[src/rtl/mel_frame_scheduler.sv]
// mel_frame_scheduler
//   Sequences one mel-filterbank frame:
//   FILL  - accept NRFFT power-spectrum beats and stream them into the mel buffer.
//   START - pulse mel_start_o and invalidate the energy buffer.
//   WAIT  - capture mel energies until mel_done_i, or abort after TIMEOUT cycles.
//   DRAIN - stream NUM_FILTERS energies out on the m_* handshake.
//
// Ports
//   clk, rst_n                  clock, asynchronous active-low reset
//   s_valid/s_ready/s_data/s_last  spectrum input stream
//   mel_in_valid_o/mel_ptr_o/mel_data_o  write port into the mel buffer
//   mel_start_o, mel_done_i     mel computation start pulse / completion
//   mel_valid_i/mel_value_i/mel_ptr_i    mel energy capture port
//   m_valid/m_ready/m_data/m_idx/m_last  energy output stream
//   busy_o                      high outside FILL
//   err_o, err_clr_i            sticky framing/timeout error and its clear
//   frame_cnt_o                 completed-frame counter (wraps)
module mel_frame_scheduler #(
    parameter int unsigned NUM_FILTERS  = 40,
    parameter int unsigned NRFFT        = 257,
    parameter int unsigned INPUT_WIDTH  = 32,
    parameter int unsigned OUTPUT_WIDTH = 8,
    parameter int unsigned TIMEOUT      = 16384
) (
    input  logic                           clk,
    input  logic                           rst_n,
    input  logic                           s_valid,
    output logic                           s_ready,
    input  logic [INPUT_WIDTH-1:0]         s_data,
    input  logic                           s_last,
    output logic                           mel_in_valid_o,
    output logic [$clog2(NRFFT)-1:0]       mel_ptr_o,
    output logic [INPUT_WIDTH-1:0]         mel_data_o,
    output logic                           mel_start_o,
    input  logic                           mel_done_i,
    input  logic                           mel_valid_i,
    input  logic [OUTPUT_WIDTH-1:0]        mel_value_i,
    input  logic [$clog2(NUM_FILTERS)-1:0] mel_ptr_i,
    output logic                           m_valid,
    input  logic                           m_ready,
    output logic [OUTPUT_WIDTH-1:0]        m_data,
    output logic [$clog2(NUM_FILTERS)-1:0] m_idx,
    output logic                           m_last,
    output logic                           busy_o,
    output logic                           err_o,
    input  logic                           err_clr_i,
    output logic [15:0]                    frame_cnt_o
);

    localparam int unsigned PW = $clog2(NRFFT);
    localparam int unsigned FW = $clog2(NUM_FILTERS);
    localparam int unsigned TW = $clog2(TIMEOUT + 1);

    typedef enum logic [1:0] {
        FILL,
        START,
        WAIT,
        DRAIN
    } state_t;

    state_t                  state_q, state_d;
    logic [PW-1:0]           beat_q, beat_d;
    logic [TW-1:0]           wait_q, wait_d;
    logic [FW-1:0]           drain_q, drain_d;
    logic [15:0]             frames_q, frames_d;
    logic                    err_q, err_d;
    logic                    s_ready_q;
    logic [NUM_FILTERS-1:0]  vld_q, vld_d;
    logic [OUTPUT_WIDTH-1:0] energy_q [NUM_FILTERS];

    logic s_hs;
    logic cap;

    assign s_hs = s_valid & s_ready_q;
    assign cap  = (state_q == WAIT) && mel_valid_i && (32'(mel_ptr_i) < NUM_FILTERS);

    always_comb begin
        state_d  = state_q;
        beat_d   = beat_q;
        wait_d   = wait_q;
        drain_d  = drain_q;
        frames_d = frames_q;
        vld_d    = vld_q;
        // Clear first so any set below overrides a coincident clear.
        err_d    = err_clr_i ? 1'b0 : err_q;

        if (cap) begin
            vld_d[mel_ptr_i] = 1'b1;
        end

        case (state_q)
            FILL: begin
                if (s_hs) begin
                    if (beat_q == PW'(NRFFT - 1)) begin
                        beat_d  = '0;
                        state_d = START;
                        if (!s_last) begin
                            err_d = 1'b1;
                        end
                    end else if (s_last) begin
                        // Short frame: drop it and restart bin numbering.
                        beat_d = '0;
                        err_d  = 1'b1;
                    end else begin
                        beat_d = beat_q + 1'b1;
                    end
                end
            end
            START: begin
                vld_d   = '0;
                wait_d  = '0;
                state_d = WAIT;
            end
            WAIT: begin
                if (mel_done_i) begin
                    drain_d = '0;
                    state_d = DRAIN;
                end else if (wait_q == TW'(TIMEOUT - 1)) begin
                    wait_d  = '0;
                    err_d   = 1'b1;
                    state_d = FILL;
                end else begin
                    wait_d = wait_q + 1'b1;
                end
            end
            DRAIN: begin
                if (m_ready) begin
                    if (drain_q == FW'(NUM_FILTERS - 1)) begin
                        drain_d  = '0;
                        frames_d = frames_q + 16'd1;
                        state_d  = FILL;
                    end else begin
                        drain_d = drain_q + 1'b1;
                    end
                end
            end
            default: state_d = FILL;
        endcase
    end

    always_ff @(posedge clk or negedge rst_n) begin
        if (!rst_n) begin
            state_q   <= FILL;
            beat_q    <= '0;
            wait_q    <= '0;
            drain_q   <= '0;
            frames_q  <= '0;
            err_q     <= 1'b0;
            s_ready_q <= 1'b0;
            vld_q     <= '0;
        end else begin
            state_q   <= state_d;
            beat_q    <= beat_d;
            wait_q    <= wait_d;
            drain_q   <= drain_d;
            frames_q  <= frames_d;
            err_q     <= err_d;
            s_ready_q <= (state_d == FILL);
            vld_q     <= vld_d;
        end
    end

    // Energy storage carries no reset; validity is tracked by vld_q.
    always_ff @(posedge clk) begin
        if (cap) begin
            energy_q[mel_ptr_i] <= mel_value_i;
        end
    end

    assign s_ready        = s_ready_q;
    assign mel_in_valid_o = s_hs;
    assign mel_ptr_o      = beat_q;
    assign mel_data_o     = s_hs ? s_data : '0;
    assign mel_start_o    = (state_q == START);
    assign m_valid        = (state_q == DRAIN);
    assign m_idx          = drain_q;
    // Filters never written this frame read as zero rather than stale data.
    assign m_data         = (m_valid && vld_q[drain_q]) ? energy_q[drain_q] : '0;
    assign m_last         = m_valid && (drain_q == FW'(NUM_FILTERS - 1));
    assign busy_o         = (state_q != FILL);
    assign err_o          = err_q;
    assign frame_cnt_o    = frames_q;

endmodule

[config.mk]
export PLATFORM = sky130hd
export DESIGN_NAME = mel_frame_scheduler
export DESIGN_NICKNAME = d
export VERILOG_FILES = /design/src/rtl/mel_frame_scheduler.sv
export SDC_FILE = /design/constraint.sdc
export NUM_CORES = 1
export LEC_CHECK = 0
export CAP_MARGIN = 20
export CORE_ASPECT_RATIO = 1.25
export CORE_MARGIN = 4
export CORE_UTILIZATION = 30
export CTS_BUF_LIST = sky130_fd_sc_hd__clkbuf_16
export DETAILED_ROUTE_END_ITERATION = 12
export PLACE_DENSITY_LB_ADDON = 0.05
export SETUP_SLACK_MARGIN = 0.4
export SYNTH_ARGS = -nofsm -noshare
export SYNTH_HDL_FRONTEND = slang
export SYNTH_SLANG_ARGS = --single-unit
[constraint.sdc]
create_clock -name clk -period 2.5 [get_ports clk]
set_input_delay 0.5 -clock clk [delete_from_list [all_inputs] [get_ports clk]]
set_output_delay 0.5 -clock clk [all_outputs]
set_load 0.01 [all_outputs]
======== Word-level counts from Yosys, hierarchy flattened ========
Memories as Yosys holds them, arrays and structs flattened.
Index checks and enable logic that the tools add are counted.
storage, ports and cells
  bits in registers ....................... 90
  memory bits (writable) .................. 320
  input bits .............................. 54
  output and inout port bits .............. 78
  logic and storage cells ................. 77
  memories ................................ 1
operators by class
  $add $sub $neg .......................... 4
  magnitude comparators ................... 4
  eq/ne operators ......................... 9
  mux-type cells .......................... 34
  bitwise operators ....................... 2
  reductions and logical operators ........ 15
memory list
  name      depth  bits a word  read ports  clocked after memory_dff  write ports  line  RTL
  energy_q  40     8            1           0                         1            69    logic [OUTPUT_WIDTH-1:0] energy_q [NUM_FILTERS];
operator list
  cell                                                                     number
  40-bit 2-to-1 mux                                                        2
  40-bit bitwise OR                                                        1
  32-bit 2-to-1 mux                                                        1
  15-bit 2-to-1 mux                                                        2
  15-bit case mux with 2 select lines                                      1
  6-bit 2-to-1 mux                                                         3
  9-bit 2-to-1 mux                                                         2
  16-bit by 1-bit adder with 16-bit output, second input constant          1
  15-bit by 1-bit adder with 15-bit output, second input constant          1
  15-bit by 14-bit equality test with 1-bit output, second input constant  1
  6-bit by 7-bit < comparator with 1-bit output, second input constant     2
  2-bit 2-to-1 mux                                                         6
  6-bit case mux with 2 select lines                                       1
  1-bit 2-to-1 mux                                                         11
  9-bit by 1-bit adder with 9-bit output, second input constant            1
  9-bit equality test, second input constant                               1
  8-bit 2-to-1 mux                                                         1
  2-bit case mux with 4 select lines                                       1
  2-bit nonzero test                                                       4
  6-bit by 1-bit adder with 6-bit output, second input constant            1
  1-bit binary-select mux with 6-bit select                                1
  1-bit demux with 6-bit select                                            1
  6-bit equality test, second input constant                               1
  6-bit by 1-bit >= comparator with 1-bit output, second input constant    1
  other kinds (11)                                                         20

======== Longest topological paths before layout ========
Gate-level depths: netlist of the first run.
  depth after elaboration ................. 7
  gate-level depth with buffers ........... 10
  mapped depth without buffers ............ 7

======== Worst setup path after synthesis of the first run ========
No wires, ideal clock.
  path kind ............................... reg-to-output
  from .................................... register drain_q[0] (netlist: m_idx[0])
  to ...................................... output port m_data[0]
  data arrival time ....................... 1.999 ns
  data required time ...................... 2.000 ns
  slack ................................... 0.001 ns
  stages on the path, launching flop included .. 7
  path buffers ............................ 2
  path through ............................ dfrtp_1 > buf_6 > buf_2 > mux4_2 > mux2i_1 > o22ai_1 > o311a_1
on the way
  longest elaborated chain between the ends .. 4
  elaborated cells on any way between the ends .. 5
  those cells by class .................... 3 x mux; 1 x reduce/logical; 1 x memory
ends and longest elaborated chain
  what                                       line  RTL
  start: declaration                         64    logic [FW-1:0] drain_q, drain_d;
  start signal: assignment                   155   drain_q <= drain_d;
  1-bit binary-select mux with 6-bit select  178   assign m_data = (m_valid && vld_q[drain_q]) ? energy_q[drain_q] : '0;
  1-bit 2-to-1 mux (implied by the code)     178
  1-bit logical AND                          178
  8-bit 2-to-1 mux (*)                       178
  end: declaration                           41    output logic [OUTPUT_WIDTH-1:0] m_data,
Every way passes the cells marked *; elsewhere a longest branch is shown, timed or not. The select of a mux whose other input is x is not followed.

======== Final worst setup path of the first run ========
  from .................................... register drain_q[0] (netlist: m_idx[0])
  to ...................................... output port m_data[6]
Same word-level chain as after synthesis.

==> results of run 1 <==
[registers in the layout, summed over array words and instances (netlist names)]
name / count
energy_q: 320
mel_ptr_o: 9
err_o: 1
wait_q: 15
state_q: 2
frame_cnt_o: 16
vld_q: 40
m_idx: 6
s_ready: 1
[worst max-delay path, cell delays in order (launching register included)]
cell      delay (ns)
dfrtp_4         0.54
buf_12          0.18
buf_12          0.14
mux2i_2         0.15
a32oi_1         0.20
nand4b_1        0.27
a221oi_4        0.43
o211a_1         0.27
buf_6           0.12
[stage by stage]
step           cell area [µm²]  setup WS [ns]  std cells  power [W]
6_report                 22370        -0.9020       2155    0.01433
5_1_grt                  22370        -0.9804       2154    0.01486
4_1_cts                  22110        -0.9396       2146    0.01458
3_5_place_dp             20320        -0.7821       2041   0.007930
3_3_place_gp             20320        -0.8552       2041   0.007927
2_1_floorplan            17120         0.1007       1071   0.007596
[synthesized netlist by cell type (all sizes together) (6+ instances only)]
library cell,n
edfxtp,320
dfrtp,90
mux2i,87
nor2,79
nand2,64
mux4,58
and3,39
o21a,33
nand3,30
o21ai,27
buf,26
clkbuf,25
a22oi,23
a21oi,19
xnor2,14
nand4,13
inv,12
nand2b,8
o22ai,8
o311a,8
xor2,8
nor2b,7
nand3b,6
[worst min path at each step]
stage,start,depth (start not counted),endpoint
after floorplan,rst_n,0,err_o$_DFF_PN0_
after global placement,frame_cnt_o[15]$_DFFE_PN0P_,1,frame_cnt_o[15]$_DFFE_PN0P_
after detailed placement,frame_cnt_o[15]$_DFFE_PN0P_,1,frame_cnt_o[15]$_DFFE_PN0P_
after CTS,rst_n,2,vld_q[21]$_DFFE_PN0P_
after global routing,frame_cnt_o[15]$_DFFE_PN0P_,1,frame_cnt_o[15]$_DFFE_PN0P_
final,rst_n,2,vld_q[17]$_DFFE_PN0P_
[layer usage]
| metal | global-route usage, % | share of wire (%) |
|---|---|---|
| met4 | 3.696 | 1.7 |
| met2 | 28.48 | 51 |
| met3 | 2.850 | 3.5 |
| met5 | 0 | 0.054 |
| met1 | 21.86 | 44 |
[cell families (layout without fill, tap and decap cells)]
group	after synthesis	count (layout)	share of synthesized area, %
DFF	410	410	69.51
and+or+nand+nor	277	277	8.227
AOI/OAI and AO/OA	148	148	6.115
muxes	146	146	12.82
buffers and inverters	63	404	1.826
xor gates and xnor gates	22	22	1.129
adders and majority gates	5	5	0.3666
other	0	1	0
[power breakdown]
part | total, W | internal (W) | switching [W] | leakage, nW
logic | 0.000384 | 0.000155 | 0.000229 | 3.40
clock network | 0.00657 | 0.00380 | 0.00278 | 0.736
registers | 0.00738 | 0.00737 | 0.00000991 | 4.10
[final cells by class]
type                            instances  area [µm²]
Sequential cell                       410       11880
Fill cell                            5256       33820
Tap cell                              742       928.4
Clock buffer                           45        1126
Inverter                               12       50.05
Timing Repair Buffer                  311        2856
Multi-Input combinational cell        598        5226
Antenna cell                            1       2.502
Clock inverter                         36       306.5
[timing repair]
item | CTS | global route
gates resized for setup | 295 | 50
hold buffers | 1 | 0
setup buffers | 18 | 8
setup endpoints to repair | 195 | 297
gates cloned | 5 | 0
pin swaps | 9 | 8
endpoints found under the hold margin | 37 | 0
==> results.tsv, run 1 <==
metric	value	unit
status	finished, violations left	
violations	negative setup slack	
final_cell_mix	edfxtp_1 (320), buf_4 (140), dfrtp_1 (79)	
synth_seq_cells	410	
fp.dieW	221.3	µm
yosysWarnings	0	
io_buffers	131	
clkTransAtPathRegs	0.06	ns
vias	10400	
yosys.area.top_type	edfxtp_1	
avgSynthCellArea	15.93	µm²
grt_pass1_wl	74530	µm
place_congestion	0.7641	
leakagePower	8.234	nW
cap_violations	0	
clock-sinks	410	
finalCritPeriodShare	136.1	%
area_delta_synth_final	31.12	%
synth.distinct_cells	60	
drtIter0Drc	659	
tritoncts	done	
async_reset_ff_share	21.95	%
period_minus_slack	3.402	ns
r2r_cells	10	
synth_top_area_share	56.31	%
worstSetupStartpointType	register	
nNetsFinal	1437	
vdd_drop_max	0.5034	mV
synth_edf_count	320	
viasPerCell	4.826	
max_slew_margin	45.59	%
worst_pin_slew	0.8162	ns
htree_levels	2	
ant_nets	0	
drt_first_pass_iters	4	
hold_violations	0	
r2r-start	m_idx[0]$_DFFE_PN0P_	
grt_overflow_total	0	
postLayoutCoreUtil	39.82	%
setup_viol	10	
hold_ws	0.4706	ns
r2r_setup_slack	0	ns
antenna_found_initial	4	
wirelength	50470	µm
grt_usage	16.46	%
ioPinCount	132	
crit_path_max_fanout	7	
core_region_area	56190	µm²
drive_above_1_share	30.45	%
cts-root-buf	clkbuf_16	
worstSetupEndpoint	m_data[6]	
die_h	274.6	µm
cp_data_required_time	2.00	ns
max_freq	0.2939	GHz
rsz0062_at_grt	true	
synth_cells	1071	
hold_class	primary input to asynchronous set/reset pin	
seq_area_frac_synth	69.51	%
synth_area_leaders	edfxtp_1 (56%), dfrtp_1 (13%), mux4_2 (7.7%)	
wire_per_inst	23.42	µm
slew_violations	0	
powerDensity	640.6	nW/µm²
hpwl	32820	µm
endpoint_kind	output port	
drc	0	
clockBufferDepth	3	
synth_area	17060	µm²
clk_latency	0.59	ns
fp-row-count	97	
clock_skew	0.01990	ns
grt_start_max_net_pins	41	
syn_nets	1130	
cts_inserted_buffers	45	
synth-main-ff-cell	edfxtp_1	
die_area	60780	µm²
r2r_end	frame_cnt_o[11]$_DFFE_PN0P_	
start_util	30.37	%
grt_pass1_vias	10790	
cp_data_arrival_time	2.90	ns
fin_ws	-0.9020	ns
crit_start	m_idx[0]$_DFFE_PN0P_	
final.setup.tns	-7.057	ns
path_class	register to output port	
final_common_cell	edfxtp_1	
Power figures use the tool's default switching activity.
==> run 2, diff against run 1 <==
--- a/config.mk
+++ b/config.mk
@@ -10,6 +10,7 @@
 export CORE_MARGIN = 4
 export CORE_UTILIZATION = 30
 export CTS_BUF_LIST = sky130_fd_sc_hd__clkbuf_16
+export CTS_CLUSTER_SIZE = 12
 export DETAILED_ROUTE_END_ITERATION = 12
 export PLACE_DENSITY_LB_ADDON = 0.05
 export SETUP_SLACK_MARGIN = 0.4
==> constraint.sdc (replaced) <==
create_clock -name clk -period 2.7 [get_ports clk]
set_input_delay 0.54 -clock clk [delete_from_list [all_inputs] [get_ports clk]]
set_output_delay 0.54 -clock clk [all_outputs]
set_load 0.01 [all_outputs]
==> run 2 against run 1 <==
  * Largest cell class unchanged
  * Highest routed layer unchanged
  * Critical path depth up 1
  * Total power down 9.5%
  * Clock-buffer cell count up 2
  * The run still ends with negative setup slack left
==> results.tsv, run 2 (synthesis results as in run 1) <==
metric	value	unit	change
fp-row-count	97		unchanged
cpPeakStageDelay	0.55	ns	about the same
final_cell_mix	edfxtp_1 (320), buf_4 (135), dfrtp_1 (86)		
drt_first_pass_iters	5		+1
htree_levels	2		unchanged
grt_usage	16.37	%	-0.083 points
setup_viol	9		-1
slowest_stage	dfrtp_4		
cp_data_required_time	2.16	ns	+0.16 ns
drive_above_1_share	25.30	%	-5.2 points
grt_pass1_vias	11120		+3.0%
ioPinCount	132		unchanged
hold_class	register to register		
pre_cts_slack	-0.6519	ns	+0.1302 ns
clock_skew	0.007954	ns	-0.01194 ns
postLayoutCoreUtil	39.53	%	-0.28 points
tritoncts	done		
start_util	30.37	%	unchanged
crit_path_max_fanout	9		+2
cp_cell_sequence	buf_12 -> buf_4 -> buf_4 -> mux4_2 -> mux2i_1 -> buf_4 -> o22ai_1 -> o311a_1 -> buf_2		
fp.dieW	221.3	µm	unchanged
final_common_cell	edfxtp_1		
hpwl	32900	µm	+0.25%
vdd_drop_max	0.4363	mV	-13%
powerDensity	584.1	nW/µm²	-8.8%
crit_family	buffers and inverters		
grt_overflow_total	0		unchanged
clk_latency	0.56	ns	-0.03 ns
viasPerCell	4.876		+1.0%
path_class	register to output port		
ant_nets	0		unchanged
core_region_area	56190	µm²	unchanged
clockBufferDepth	3		unchanged
place_congestion	0.7808		+2.2%
cp_data_arrival_time	2.87	ns	-0.03 ns
wirelength	49990	µm	-0.96%
route.met2.wl	25140	µm	-1.7%
drtIter0Drc	557		-15%
grt_start_max_net_pins	41		unchanged
die_area	60780	µm²	unchanged
endpoint_kind	output port		
cap_violations	0		unchanged
status	finished, violations left		
leakagePower	8.054	nW	-2.2%
fin_ws	-0.7104	ns	+0.1916 ns
grt_pass1_wl	74820	µm	+0.38%
wire_per_inst	23.25	µm	-0.72%
finalInstanceArea	22220	µm²	-0.71%
max_freq	0.2932	GHz	
finalCritPeriodShare	126.3	%	
regMostFlops	energy_q		
path_buf_inv	5		+2
area_delta_synth_final	30.19	%	
instances_no_fill	2150		-0.23%
vias	10480		+0.81%
violations	negative setup slack		
placed_cell_area	20230	µm²	-0.41%
nNetsFinal	1431		-0.42%
placed_cells	2030		-0.54%
antenna_found_initial	3		-1
worst_pin_slew	0.8440	ns	+0.02779 ns
met1_length	22030	µm	-0.94%
die_h	274.6	µm	unchanged
drc	0		unchanged
hold_violations	0		unchanged
cts_inserted_buffers	45		unchanged
clock-sinks	410		unchanged
worstSetupStartpointType	register		
io_buffers	131		unchanged
cts-root-buf	clkbuf_16		
largest_reg_flops	320		unchanged
period_minus_slack	3.410	ns	
clkTransAtPathRegs	0.06	ns	about the same
slew_violations	0		unchanged
max_slew_margin	43.73	%	-1.9 points
crit_top_cell	buf_4		
top_layer_used	met5		
wl_met3	1676	µm	-5.4%
rsz0062_at_grt	true		
==> run 2: cell types whose count changed in the layout (fill, tap and decap cells not counted), sizes merged, moves of 2 or more <==
cell,delta
clkbuf,+2
bufinv,-3
buf,-41
clkdlybuf4s50,+24
dlygate4sd2,+15
inv,+3
clkdlybuf4s15,+3
dlymetal6s2s,-5
bufbuf,-2
==> run 2: routing by layer <==
| metal | vias up | global-route usage (%) |
|---|---|---|
| met3 | 78 | 2.657 |
| met2 | 165 | 28.31 |
| met1 | 5454 | 21.71 |
| met4 | 4 | 4.107 |
| li1 | 4783 | - |
| met5 | - | 0 |
==> run 2: report_power, final <==
group | internal (W) | switching (W) | leakage (nW)
clock | 0.00332 | 0.00247 | 0.727
combinational | 0.000148 | 0.000212 | 3.21
sequential | 0.00682 | 0.00000984 | 4.11
==> run 2: area by class of cell <==
cell class                      instances  area (µm²)
Inverter                               12       47.55
Antenna cell                            1       2.502
Timing Repair Buffer                  305        2872
Clock inverter                         35       197.7
Sequential cell                       410       11870
Tap cell                              742       928.4
Clock buffer                           47        1176
Fill cell                            5305       33980
Multi-Input combinational cell        598        5122
==> run 2: worst reg2reg max path, cell delays in order, from the launching register on <==
cell and delay (ns):
dfrtp_4 0.51, buf_6 0.15, buf_6 0.09, buf_6 0.12, buf_12 0.13, ha_4 0.14, and4bb_4 0.25, buf_6 0.10
buf_6 0.10, nand4_4 0.11, or4_4 0.44, buf_8 0.16, nor3_4 0.16, xor2_1 0.15
==> run 2: final timing paths <==
| path | startpoint | to | slack, ns | cells after the start |
|---|---|---|---|---|
| max in group asynchronous | rst_n | frame_cnt_o[14]$_DFFE_PN0P_ | 1.48 | 3 |
| worst max register to register | m_idx[0]$_DFFE_PN0P_ | frame_cnt_o[11]$_DFFE_PN0P_ | 0.04 | 13 |
| worst max-delay path | m_idx[0]$_DFFE_PN0P_ | m_data[3] | -0.71 | 9 |
| worst min-delay path | frame_cnt_o[15]$_DFFE_PN0P_ | frame_cnt_o[15]$_DFFE_PN0P_ | 0.48 | 1 |
| worst min register to register | frame_cnt_o[15]$_DFFE_PN0P_ | frame_cnt_o[15]$_DFFE_PN0P_ | 0.48 | 1 |
| min in group asynchronous | rst_n | vld_q[16]$_DFFE_PN0P_ | 0.52 | 2 |
==> run 2: timing repair <==
action                                  in CTS  in global routing
pin swaps                                    6                 10
buffers inserted                            28                  6
resized for setup                          148                 23
hold buffers                                 1                  0
cloned                                       2                  0
endpoints found under the hold margin       37                  0
endpoints found under the setup margin      71                139
==> run 2: through the flow <==
step	hold slack [ns]	setup TNS (ns)	power, W
global placement	0.4593	-4.837	0.007341
floorplan	0.2444	0	0.007033
CTS	0.4747	-5.830	0.01322
global route	0.4920	-6.557	0.01352
finish	0.4765	-5.306	0.01298
detailed placement	0.4666	-4.917	0.007343
==> run 3, diff against run 2 <==
--- a/config.mk
+++ b/config.mk
@@ -12,6 +12,7 @@
 export CTS_BUF_LIST = sky130_fd_sc_hd__clkbuf_16
 export CTS_CLUSTER_SIZE = 12
 export DETAILED_ROUTE_END_ITERATION = 12
+export MAX_ROUTING_LAYER = met4
 export PLACE_DENSITY_LB_ADDON = 0.05
 export SETUP_SLACK_MARGIN = 0.4
 export SYNTH_ARGS = -nofsm -noshare
==> run 3 against run 2 <==
  * The flow still finishes with violations (negative setup slack)
  * Core utilization grew 0.071 points
  * Sequential share of layout area shrank 0.096 points
  * Clock skew grew 0.0025 ns
  * Register-to-register slack is essentially flat
  * Largest power group unchanged
  * Maximum frequency is essentially flat
  * Clock-buffer cell count is the same
  * Combinational power is essentially flat
  * Worst hold slack is essentially flat
==> results.tsv, run 3 (synthesis results as in run 1) <==
metric	value	unit	change
status	finished, violations left		
violations	negative setup slack		
grt_pass1_wl	74850	µm	about the same
cts_inserted_buffers	45		unchanged
pwr-share-seq	52.6	%	about the same
final_common_cell	edfxtp_1		
fp-row-count	97		unchanged
fill_cells	5302		-0.057%
clkTransAtPathRegs	0.06	ns	about the same
tritoncts	done		
htree_levels	2		unchanged
ant_nets	0		unchanged
drive_above_1_share	25.48	%	+0.18 points
clock_skew	0.01040	ns	+0.002450 ns
finalInstanceArea	22260	µm²	+0.18%
clock-sinks	410		unchanged
worstHoldStart	frame_cnt_o[15]$_DFFE_PN0P_		
core_region_area	56190	µm²	unchanged
worst_pin_slew	0.8760	ns	+0.03195 ns
final_cell_mix	edfxtp_1 (320), buf_4 (135), dfrtp_1 (86)		
placed_cell_area	20230	µm²	unchanged
period_minus_slack	3.408	ns	-0.001994 ns
ioPinCount	132		unchanged
cp_data_arrival_time	2.87	ns	about the same
hpwl	32900	µm	unchanged
clockBufferDepth	3		unchanged
nNetsFinal	1433		+0.14%
io_buffers	131		unchanged
die_h	274.6	µm	unchanged
grt_overflow_total	0		unchanged
slew_violations	0		unchanged
antenna_found_initial	3		unchanged
viasPerCell	4.871		-0.11%
endpoint_kind	output port		
final.setup.tns	-5.494	ns	-0.1874 ns
cp_data_required_time	2.16	ns	about the same
start_util	30.37	%	unchanged
wirelength	50050	µm	+0.12%
seq_area	11870	µm²	unchanged
r2r-start	m_idx[0]$_DFFE_PN0P_		
fp.dieW	221.3	µm	unchanged
path_class	register to output port		
hold_class	register to register		
leakagePower	8.070	nW	+0.21%
power.internal	0.01028	W	unchanged
cap_violations	0		unchanged
hold_ws	0.4764	ns	-0.00009500 ns
fin_ws	-0.7084	ns	+0.001994 ns
drt_first_pass_iters	5		unchanged
grt_usage	16.88	%	+0.50 points
area_delta_synth_final	30.42	%	
finalCritPeriodShare	126.2	%	about the same
hold_violations	0		unchanged
setup_viol	9		unchanged
max_slew_margin	41.60	%	-2.1 points
top_layer_used	met4		
largest_reg_flops	320		unchanged
multi_input_area	5126	µm²	about the same
grt_pass1_vias	11080		-0.36%
p_clk_share	44.6	%	about the same
route.met2.wl	25150	µm	about the same
p_sw	0.002707	W	+0.60%
crit_path_max_fanout	7		-2
drtIter0Drc	593		+6.5%
wire_per_inst	23.23	µm	about the same
worstSetupStartpointType	register		
rsz0062_at_grt	true		
max_freq	0.2934	GHz	about the same
vdd_drop_max	0.4367	mV	about the same
grt_start_max_net_pins	41		unchanged
power_frac_comb	2.8	%	about the same
wl_met3	1561	µm	-6.9%
vias	10490		+0.076%
clk_latency	0.57	ns	about the same
crit_start	m_idx[0]$_DFFE_PN0P_		
regMostFlops	energy_q		
cts-root-buf	clkbuf_16		
die_area	60780	µm²	unchanged
drc	0		unchanged
powerDensity	583.7	nW/µm²	about the same
place_congestion	0.7916		+1.4%
met1_length	22230	µm	+0.92%
swShare	20.83	%	+0.099 points
run 3: changes by cell type in the layout (fill, tap and decap cells not counted), sizes merged:
cell	change
diode	+2
buf	+2
run 3: cell type report:
class | count | share of cell area (%)
inverter | 12 | 0.2136
timing repair buffer | 307 | 13.04
sequential | 410 | 53.33
clock buffer | 47 | 5.285
clock inverter | 35 | 0.8883
multi-input combinational | 598 | 23.03
tap | 742 | 4.172
antenna | 3 | 0.03373
run 3: worst paths after layout:
kind	to	slack, ns	depth (start not counted)
max in group asynchronous	frame_cnt_o[14]$_DFFE_PN0P_	1.47	3
hold reg to reg	frame_cnt_o[15]$_DFFE_PN0P_	0.48	1
setup / recovery	m_data[3]	-0.71	9
min in group asynchronous	vld_q[16]$_DFFE_PN0P_	0.53	2
setup reg to reg	frame_cnt_o[11]$_DFFE_PN0P_	0.03	13
hold / removal	frame_cnt_o[15]$_DFFE_PN0P_	0.48	1
run 3: worst max-delay path, stage by stage, from the launching register on:
cell	delay [ns]
dfrtp_4	0.55
buf_12	0.17
buf_4	0.13
buf_4	0.13
mux4_2	0.40
mux2i_1	0.14
buf_4	0.16
o22ai_1	0.14
o311a_1	0.33
buf_2	0.15
run 3: routing by layer:
layer / up-vias / track usage (%)
li1: 4798 / -
met1: 5477 / 21.92
met2: 141 / 28.18
met3: 76 / 2.551
met4: 0 / 4.107
met5: - / -
run 3: power by group through the flow:
stage | clock network, W | logic, W | registers [W]
final | 0.00580 | 0.000360 | 0.00683
after global routing | 0.00630 | 0.000395 | 0.00683
after CTS | 0.00602 | 0.000369 | 0.00683
after detailed placement | 0 | 0.000383 | 0.00696
after global placement | 0 | 0.000381 | 0.00696
after floorplan | 0 | 0.0000710 | 0.00696
run 3: repair_timing:
action	in CTS	in global routing
setup endpoints to repair	71	139
gates resized for setup	148	25
endpoints found under the hold margin	37	0
cloned	2	0
buffers inserted	28	8
hold buffers	1	0
pin swaps	6	10
run 3: per-stage QoR:
step	cells	total power (W)	worst slack, ns	utilization, %
detailed placement	2030	0.007343	-0.6519	36.01
global placement	2030	0.007341	-0.6807	36.01
CTS	2143	0.01322	-0.7513	39.32
floorplan	1071	0.007033	0.2607	-
finish	2154	0.01299	-0.7084	39.61
global route	2154	0.01353	-0.8109	39.61
